--- src/rtl/vfd_grid_sequencer.sv ---
// vfd_grid_sequencer: per-grid BLK/LAT strobe, tri-SPI shift window and GCP pulse timing.
// Every output is registered from the next-cycle period position, so outputs line up with p.
module vfd_grid_sequencer #(
    parameter int REFRESH_DIV = 3840,
    parameter int NUM_GRIDS   = 52,
    parameter int LAT_LEN     = 5,
    parameter int SHIFT_LEN   = 288
) (
    input  logic       CLK,
    input  logic       RST,
    input  logic       EN,
    output logic       BLK,
    output logic       LAT,
    output logic [5:0] GRID_NUM,
    output logic       SHIFT_EN,
    output logic [8:0] BIT_IDX,
    output logic       GCP,
    output logic       FRAME_START,
    output logic       BUSY
);
    localparam int PW = $clog2(REFRESH_DIV);
    localparam logic [PW-1:0] P_LAST = PW'(REFRESH_DIV - 1);
    localparam logic [PW-1:0] P_LAT  = PW'(LAT_LEN);
    localparam logic [PW-1:0] P_S0   = PW'(LAT_LEN + 2);
    localparam logic [PW-1:0] P_SE   = PW'(LAT_LEN + 2 + SHIFT_LEN);
    localparam logic [5:0]    G_LAST = 6'(NUM_GRIDS - 1);

    typedef enum logic [2:0] {IDLE, BLANK, LATCH, HOLD, SHIFT, WAIT} state_t;

    state_t        state, state_n;
    logic [PW-1:0] p, p_n;
    logic [5:0]    grid_n;
    logic [8:0]    idx_n;
    logic          run_n, end_n;

    // EN is only sampled in IDLE and at the last cycle of a period
    always_comb begin
        end_n  = (state != IDLE) && (p == P_LAST);
        run_n  = (state == IDLE || end_n) ? EN : 1'b1;
        p_n    = (state == IDLE || end_n) ? '0 : p + 1'b1;
        grid_n = end_n ? ((GRID_NUM == G_LAST) ? 6'd0 : GRID_NUM + 6'd1) : GRID_NUM;
        state_n = !run_n ? IDLE :
                  (p_n == '0) ? BLANK :
                  (p_n <= P_LAT) ? LATCH :
                  (p_n < P_S0) ? HOLD :
                  (p_n < P_SE) ? SHIFT : WAIT;
        idx_n  = (state_n == SHIFT) ? 9'(p_n - P_S0) : 9'd0;
    end

    always_ff @(posedge CLK or posedge RST) begin
        if (RST) begin
            state       <= IDLE;
            p           <= '0;
            GRID_NUM    <= '0;
            BLK         <= 1'b1;
            LAT         <= 1'b0;
            SHIFT_EN    <= 1'b0;
            BIT_IDX     <= '0;
            GCP         <= 1'b0;
            FRAME_START <= 1'b0;
            BUSY        <= 1'b0;
        end else begin
            state       <= state_n;
            p           <= p_n;
            GRID_NUM    <= grid_n;
            BLK         <= state_n inside {IDLE, BLANK, LATCH, HOLD};
            LAT         <= state_n == LATCH;
            SHIFT_EN    <= state_n == SHIFT;
            BIT_IDX     <= idx_n;
            GCP         <= (state_n == SHIFT) &&
                           (idx_n inside {9'd72, 9'd144, 9'd192, 9'd216, 9'd240, 9'd256});
            FRAME_START <= (state_n == BLANK) && (grid_n == 6'd0);
            BUSY        <= state_n != IDLE;
        end
    end
endmodule
--- config.mk ---
export PLATFORM = sky130hd
export DESIGN_NAME = vfd_grid_sequencer
export DESIGN_NICKNAME = d
export VERILOG_FILES = /design/src/rtl/vfd_grid_sequencer.sv
export SDC_FILE = /design/constraint.sdc
export NUM_CORES = 1
export LEC_CHECK = 0
export CORE_MARGIN = 4
export CORE_UTILIZATION = 28
export CTS_CLUSTER_DIAMETER = 40
export CTS_CLUSTER_SIZE = 12
export DETAILED_ROUTE_END_ITERATION = 10
export HOLD_SLACK_MARGIN = 0.03
export PLACE_DENSITY = 0.53
export SLEW_MARGIN = 20
export SYNTH_ARGS = -nofsm -noshare
export SYNTH_HDL_FRONTEND = slang
export SYNTH_SLANG_ARGS = --single-unit
--- constraint.sdc ---
create_clock -name CLK -period 7.9 [get_ports CLK]
set_clock_uncertainty 0.15 [all_clocks]
set_input_delay 1.975 -clock CLK [delete_from_list [all_inputs] [get_ports CLK]]
set_output_delay 1.975 -clock CLK [all_outputs]
set_load 0.02 [all_outputs]
==> impl_metrics.csv, run 1 <==
group,metric,value,unit
status,outcome,"complete, no violations",
placement,io_buffer_count,23,
layout,fill_cells,839,
synthesis,syn_inst,235,
pwr,power,0.973,mW
sta,tns,0,ns
sta,period_needed,3.63,ns
layout,layout_commonest_cell,"dfrtp_1",
grt,grt_pass1_wl,9060,um
sta,fmax,276,MHz
layout,fin_nets,258,
routing,vias_per_cell,5.01,
routing,via_count,1792,
setup_path,required,5.78,ns
placement,dp_hpwl,3750,um
floorplan,initial_core_util,28.8,%
clock_tree,cts_hold_buffers,0,
job,maxCapViolCount,0,
placement,place_congestion,0.793,
synthesis,synthFlopType,"dfrtp_1",
clock_tree,tritoncts,"yes",
layout,syn_to_final_growth,18.2,%
synthesis,syn_area,2380,sq um
sta,relSlewSlack,43.1,%
grt,grt_overflow,0,
synthesis,yosysSeqAreaShare,37.9,%
pwr,ir_worst_vdd,0.113,mV
routing,wl_per_cell,14.9,um
pwr,p_per_area,346,nW/um^2
setup_path,crit_path_max_fanout,10,
layout,antenna_cells,0,
synthesis,ys_ff_latch,36,
clock_tree,ctsResizeCount,0,
grt,grt_max_degree,37,
floorplan,row_count,33,
setup_path,end_kind,"output port",
grt,grt_pass1_vias,1827,
floorplan,io_pins,24,
sta,tightest_slew,0.854,ns
layout,mostFrequentLayoutCells,"35 x dfrtp_1, 23 x nor2_1, 23 x clkdlybuf4s50_1",
floorplan,fp.dieArea,10000,sq um
worst_hold_path,hold_path_class,"reg2reg",
floorplan,die_x,100,um
sta,drv_slew,0,
clock_tree,cts_buffer_depth,2,
floorplan,die_h,100,um
setup_path,crit_family,"buffers and inverters",
clock_tree,path_clk_slew,0.08,ns
setup_path,crit_chain,"clkdlybuf4s50_1",
clock_tree,post-cts-setup-buffer-count,0,
synthesis,async_flop_share,100,%
synthesis,syn_avg_cell_area,10.1,sq um
synthesis,synth-edff-count,0,
routing,firstDrtPassIters,4,
setup_path,max_stage_delay,0.68,ns
clock_tree,cts_sinks,36,
clock_tree,clkLatencyLatePin,0.29,ns
sta,post-route-period-util,45.9,%
sta,rsz0062_at_grt,"no",
setup_path,crit_buf_inv,1,
clock_tree,htreeDepth,2,
synthesis,synth_fp_nets,241,
setup_path,critPathArrivalTime,1.50,ns
grt,antenna_found_initial,0,
synthesis,synth.distinct_cells,65,
routing,routed_wirelength,5330,um
synthesis,yosys_warnings,0,
setup_path,critPathLaunchType,"flop",
routing,drcViolationCount,0,
setup_path,path_class,"reg2out",
sta,hold_violations,0,
pwr,leakagePower,1.16,nW
clock_tree,cts_buffers,5,
clock_tree,cts.root.buffer_cell,"clkbuf_8",
setup_path,critPathSlowestCell,"clkdlybuf4s50_1",
routing,ant_nets,0,
sta,setup-violations-final,0,
floorplan,coreArea,8260,sq um
layout,final_layout_size_suffix_gt1_share,18.6,%
grt,gr-usage-all-layers,11.4,%
routing,first_iter_violations,91,
[cell type report]
cell class | count | area [sq um] | share of cell area, %
Clock buffer | 5 | 68.8 | 2.45
Clock inverter | 3 | 90.1 | 3.20
Inverter | 11 | 41.3 | 1.47
Multi-Input combinational cell | 174 | 1340 | 47.7
Sequential cell | 36 | 902 | 32.1
Tap cell | 105 | 131 | 4.67
Timing Repair Buffer | 24 | 238 | 8.46
[routing by layer]
metal  wire length (um)  track usage, %  vias up
met1               2520            15.5      855
met5                  0               0        -
met3                232            2.22        7
met2               2500            18.1       59
met4                 80            3.63        0
li1                   -               -      871
[per-stage QoR]
step                worst slack [ns]  cells  hold slack (ns)  util, %  area [sq um]
global route                    4.17    358            0.493     34.0          2810
CTS                             4.27    358            0.449     34.0          2810
floorplan                       4.97    235            0.412        -          2380
detailed placement              4.46    350            0.436     32.1          2650
global placement                4.52    350            0.433     32.1          2650
finish                          4.27    358            0.430     34.0          2810
[synthesized netlist by cell type (3+ instances only)]
cell	n	area share [%]
xnor2_1	10	3.7
a21oi_1	10	2.1
buf_6	3	1.4
a211oi_1	3	0.95
buf_2	4	0.84
nor2b_1	3	0.79
nor2_1	23	3.6
inv_1	11	1.7
nand2_1	17	2.7
buf_4	4	1.3
a31oi_1	4	1.1
xor2_1	4	1.5
ha_1	3	1.6
nor3_1	11	2.3
nand3_1	5	1.1
o21ai_0	9	1.9
and3_1	5	1.3
mux2_2	3	1.4
nand3_2	4	1.7
clkbuf_1	3	0.47
dfrtp_1	35	37
and2_1	6	1.6
[report_power, final]
| group | internal, mW | switching [mW] | total (mW) |
|---|---|---|---|
| clock network | 0.158 | 0.0734 | 0.231 |
| logic | 0.189 | 0.286 | 0.475 |
| registers | 0.224 | 0.0430 | 0.267 |
| total | 0.570 | 0.403 | 0.973 |
[worst paths after layout]
path	end	start	slack [ns]	cells after the start
max in group asynchronous	BLK$_DFF_PP1_	RST	5.31	3
hold / removal	GRID_NUM[4]$_DFF_PP0_	GRID_NUM[4]$_DFF_PP0_	0.43	1
setup reg to reg	GCP$_DFF_PP0_	p[0]$_DFF_PP0_	4.43	8
min in group asynchronous	p[0]$_DFF_PP0_	RST	1.94	3
setup / recovery	GRID_NUM[3]	GRID_NUM[3]$_DFF_PP0_	4.27	1
hold reg to reg	GRID_NUM[4]$_DFF_PP0_	GRID_NUM[4]$_DFF_PP0_	0.43	1
[state kept, by name (all words and copies together), names as in the netlist]
register / cells
BIT_IDX: 9
GCP: 1
SHIFT_EN: 1
FRAME_START: 1
state: 3
BLK: 1
GRID_NUM: 6
p: 12
LAT: 1
BUSY: 1
[cells by family (layout without fill, tap and decap cells)]
group / after synthesis / after routing / share of synthesized area, %
buf+inv: 25 / 43 / 5.73
xor+xnor: 18 / 18 / 8.36
compound gates: 45 / 45 / 15.6
fa+ha+maj: 3 / 3 / 1.58
mux: 5 / 5 / 2.42
flops: 36 / 36 / 37.9
simple gates: 103 / 103 / 28.4
No activity file was read; power rests on OpenSTA's default activity.
==> inputs of run 2 (changes only) <==
--- a/config.mk
+++ b/config.mk
@@ -11,7 +11,7 @@
 export CTS_CLUSTER_SIZE = 12
 export DETAILED_ROUTE_END_ITERATION = 10
 export HOLD_SLACK_MARGIN = 0.03
-export PLACE_DENSITY = 0.53
+export PLACE_DENSITY = 0.55
 export SLEW_MARGIN = 20
 export SYNTH_ARGS = -nofsm -noshare
 export SYNTH_HDL_FRONTEND = slang
==> constraint.sdc (replaced) <==
create_clock -name CLK -period 3.2 [get_ports CLK]
set_clock_uncertainty 0.15 [all_clocks]
set_input_delay 0.8 -clock CLK [delete_from_list [all_inputs] [get_ports CLK]]
set_output_delay 0.8 -clock CLK [all_outputs]
set_load 0.02 [all_outputs]
==> run 2 against run 1 <==
Against the previous run: power increased by 130%; register-to-register slack worse by 4.2 ns; global-route usage about the same; utilization fell by 0.18 points; clock power increased by 38%; critical path type is now reg2reg; critical endpoint is now GCP$_DFF_PP0_; largest cell class unchanged.
==> impl_metrics.csv, run 2 (same netlist as run 1, synthesis figures left out) <==
group,metric,value,unit
status,outcome,"complete, no violations",
sta,period_needed,2.97,ns
pwr,leakagePower,1.16,nW
layout,layout_commonest_cell,"dfrtp_1",
placement,place_congestion,0.839,
sta,setup-violations-final,0,
grt,grt_pass1_wl,9110,um
setup_path,path_class,"reg2reg",
grt,gr-usage-all-layers,11.4,%
floorplan,io_pins,24,
job,maxCapViolCount,0,
floorplan,fp.dieArea,10000,sq um
routing,via_count,1784,
layout,reg.largest.list,"p: 12 flops, BIT_IDX: 9 flops, GRID_NUM: 6 flops",
sta,setup_ws,0.228,ns
routing,wl_per_cell,14.6,um
setup_path,critPathArrivalTime,3.00,ns
setup_path,max_stage_delay,0.51,ns
sta,post-route-period-util,92.9,%
setup_path,critPathLaunchType,"flop",
sta,hold_violations,0,
clock_tree,cts_sinks,36,
clock_tree,cts_hold_buffers,0,
layout,syn_to_final_growth,17.6,%
sta,drv_slew,0,
layout,final_layout_size_suffix_gt1_share,20.7,%
worst_hold_path,hold_path_depth,1,
pwr,power,2.22,mW
setup_path,crit_chain,"ha_2 > buf_4 > nand3_2 > xor2_2 > nand3_1 > xnor2_1 > nand2_1 > a211o_1 > a2111oi_2",
routing,vias_per_cell,4.87,
grt,grt_pass1_vias,1781,
layout,fin_nets,266,
floorplan,die_h,100,um
sta,relSlewSlack,62.8,%
floorplan,initial_core_util,28.8,%
setup_path,crit_family,"compound AO/OA/AOI/OAI gates",
layout,largest_register_ffs,12,
setup_path,crit_path_max_fanout,9,
layout,top_register,"p",
placement,place_ws,0.196,ns
floorplan,die_x,100,um
clock_tree,cts.root.buffer_cell,"clkbuf_8",
clock_tree,cts_buffers,5,
setup_path,crit_buf_inv,1,
clock_tree,path_clk_slew,0.08,ns
worst_hold_path,hold_path_class,"reg2reg",
pwr,ir_worst_vdd,0.289,mV
sta,tns,0,ns
routing,firstDrtPassIters,4,
grt,grt_max_degree,37,
floorplan,row_count,33,
pwr,p_per_area,794,nW/um^2
setup_path,critPathSlowestCell,"dfrtp_1",
clock_tree,tritoncts,"yes",
routing,first_iter_violations,147,
clock_tree,clkLatencyLatePin,0.29,ns
clock_tree,cts_buffer_depth,2,
setup_path,end_kind,"flop",
layout,antenna_cells,0,
layout,final_core_utilization,33.9,%
routing,drcViolationCount,0,
grt,grt_overflow,0,
clock_tree,htreeDepth,2,
routing,ant_nets,0,
floorplan,coreArea,8260,sq um
sta,rsz0062_at_grt,"no",
grt,antenna_found_initial,0,
setup_path,required,3.23,ns
setup_path,cp.depth,9,
placement,dp_hpwl,3940,um
sta,tightest_slew,0.554,ns
routing,routed_wirelength,5350,um
sta,fmax,336,MHz
placement,io_buffer_count,23,
layout,mostFrequentLayoutCells,"35 x dfrtp_1, 23 x nor2_1, 23 x clkdlybuf4s50_1",
setup_path,r2r_cells,9,
-- run 2: cell count changes in the layout (fill, tap and decap cells not counted) --
| cell | delta |
|---|---|
| bufinv_16 | -3 |
| clkbuf_1 | +2 |
| ha_1 | -1 |
| buf_4 | +8 |
| clkinv_2 | +1 |
| ha_2 | +1 |
-- run 2: layer usage --
layer	part of all wire (%)	GRT usage [%]	vias to the layer above
met5	0	0	-
met4	1.5	3.21	0
met3	4.1	2.36	7
met2	47	17.5	31
met1	47	16.1	857
li1	-	-	889
-- run 2: final cells by class --
class                   count  area (sq um)
clock buffers               7          76.3
inverters                  11          41.3
fillers                   863          5460
multi-input cells         174          1340
well taps                 105           131
repair buffers             32           298
flip-flops and latches     36           902
clock inverters             1          5.00
-- run 2: power breakdown --
part	internal [mW]	switching [mW]
clock	0.153	0.166
sequential	0.553	0.0867
combinational	0.520	0.742
-- run 2: worst register-to-register path, cell delays in order, from the launching register on --
cell and delay [ns]:
dfrtp_1 0.51, ha_2 0.34, buf_4 0.19, nand3_2 0.12, xor2_2 0.31, nand3_1 0.22, xnor2_1 0.26, nand2_1 0.13
a211o_1 0.26, a2111oi_2 0.37
-- run 2: path summary, 6_finish.rpt --
kind,start,to,slack [ns]
min,GRID_NUM[4]$_DFF_PP0_,GRID_NUM[4]$_DFF_PP0_,0.44
min in group asynchronous,RST,BIT_IDX[0]$_DFF_PP0_,0.76
max,p[1]$_DFF_PP0_,GCP$_DFF_PP0_,0.23
min reg2reg,GRID_NUM[4]$_DFF_PP0_,GRID_NUM[4]$_DFF_PP0_,0.44
max in group asynchronous,RST,BLK$_DFF_PP1_,1.78
max reg2reg,p[1]$_DFF_PP0_,GCP$_DFF_PP0_,0.23
-- run 2: stage by stage --
step | instance area, sq um | cells | hold slack [ns]
floorplan | 2380 | 235 | 0.412
global placement | 2710 | 358 | 0.428
detailed placement | 2710 | 358 | 0.424
CTS | 2790 | 366 | 0.435
global route | 2800 | 366 | 0.463
finish | 2800 | 366 | 0.440
-- run 2: what timing repair did --
item | CTS | global route
resized for setup | 0 | 1
setup endpoints to repair | 0 | 1
hold endpoints to repair | 0 | 0
setup buffers | 0 | 0
==> inputs of run 3 (changes only) <==
--- a/config.mk
+++ b/config.mk
@@ -5,6 +5,7 @@
 export SDC_FILE = /design/constraint.sdc
 export NUM_CORES = 1
 export LEC_CHECK = 0
+export ABC_CLOCK_PERIOD_IN_PS = 3200
 export CORE_MARGIN = 4
 export CORE_UTILIZATION = 28
 export CTS_CLUSTER_DIAMETER = 40
==> results of run 3 <==
No change in the layout: final DEF, timing and power equal those of run 2.
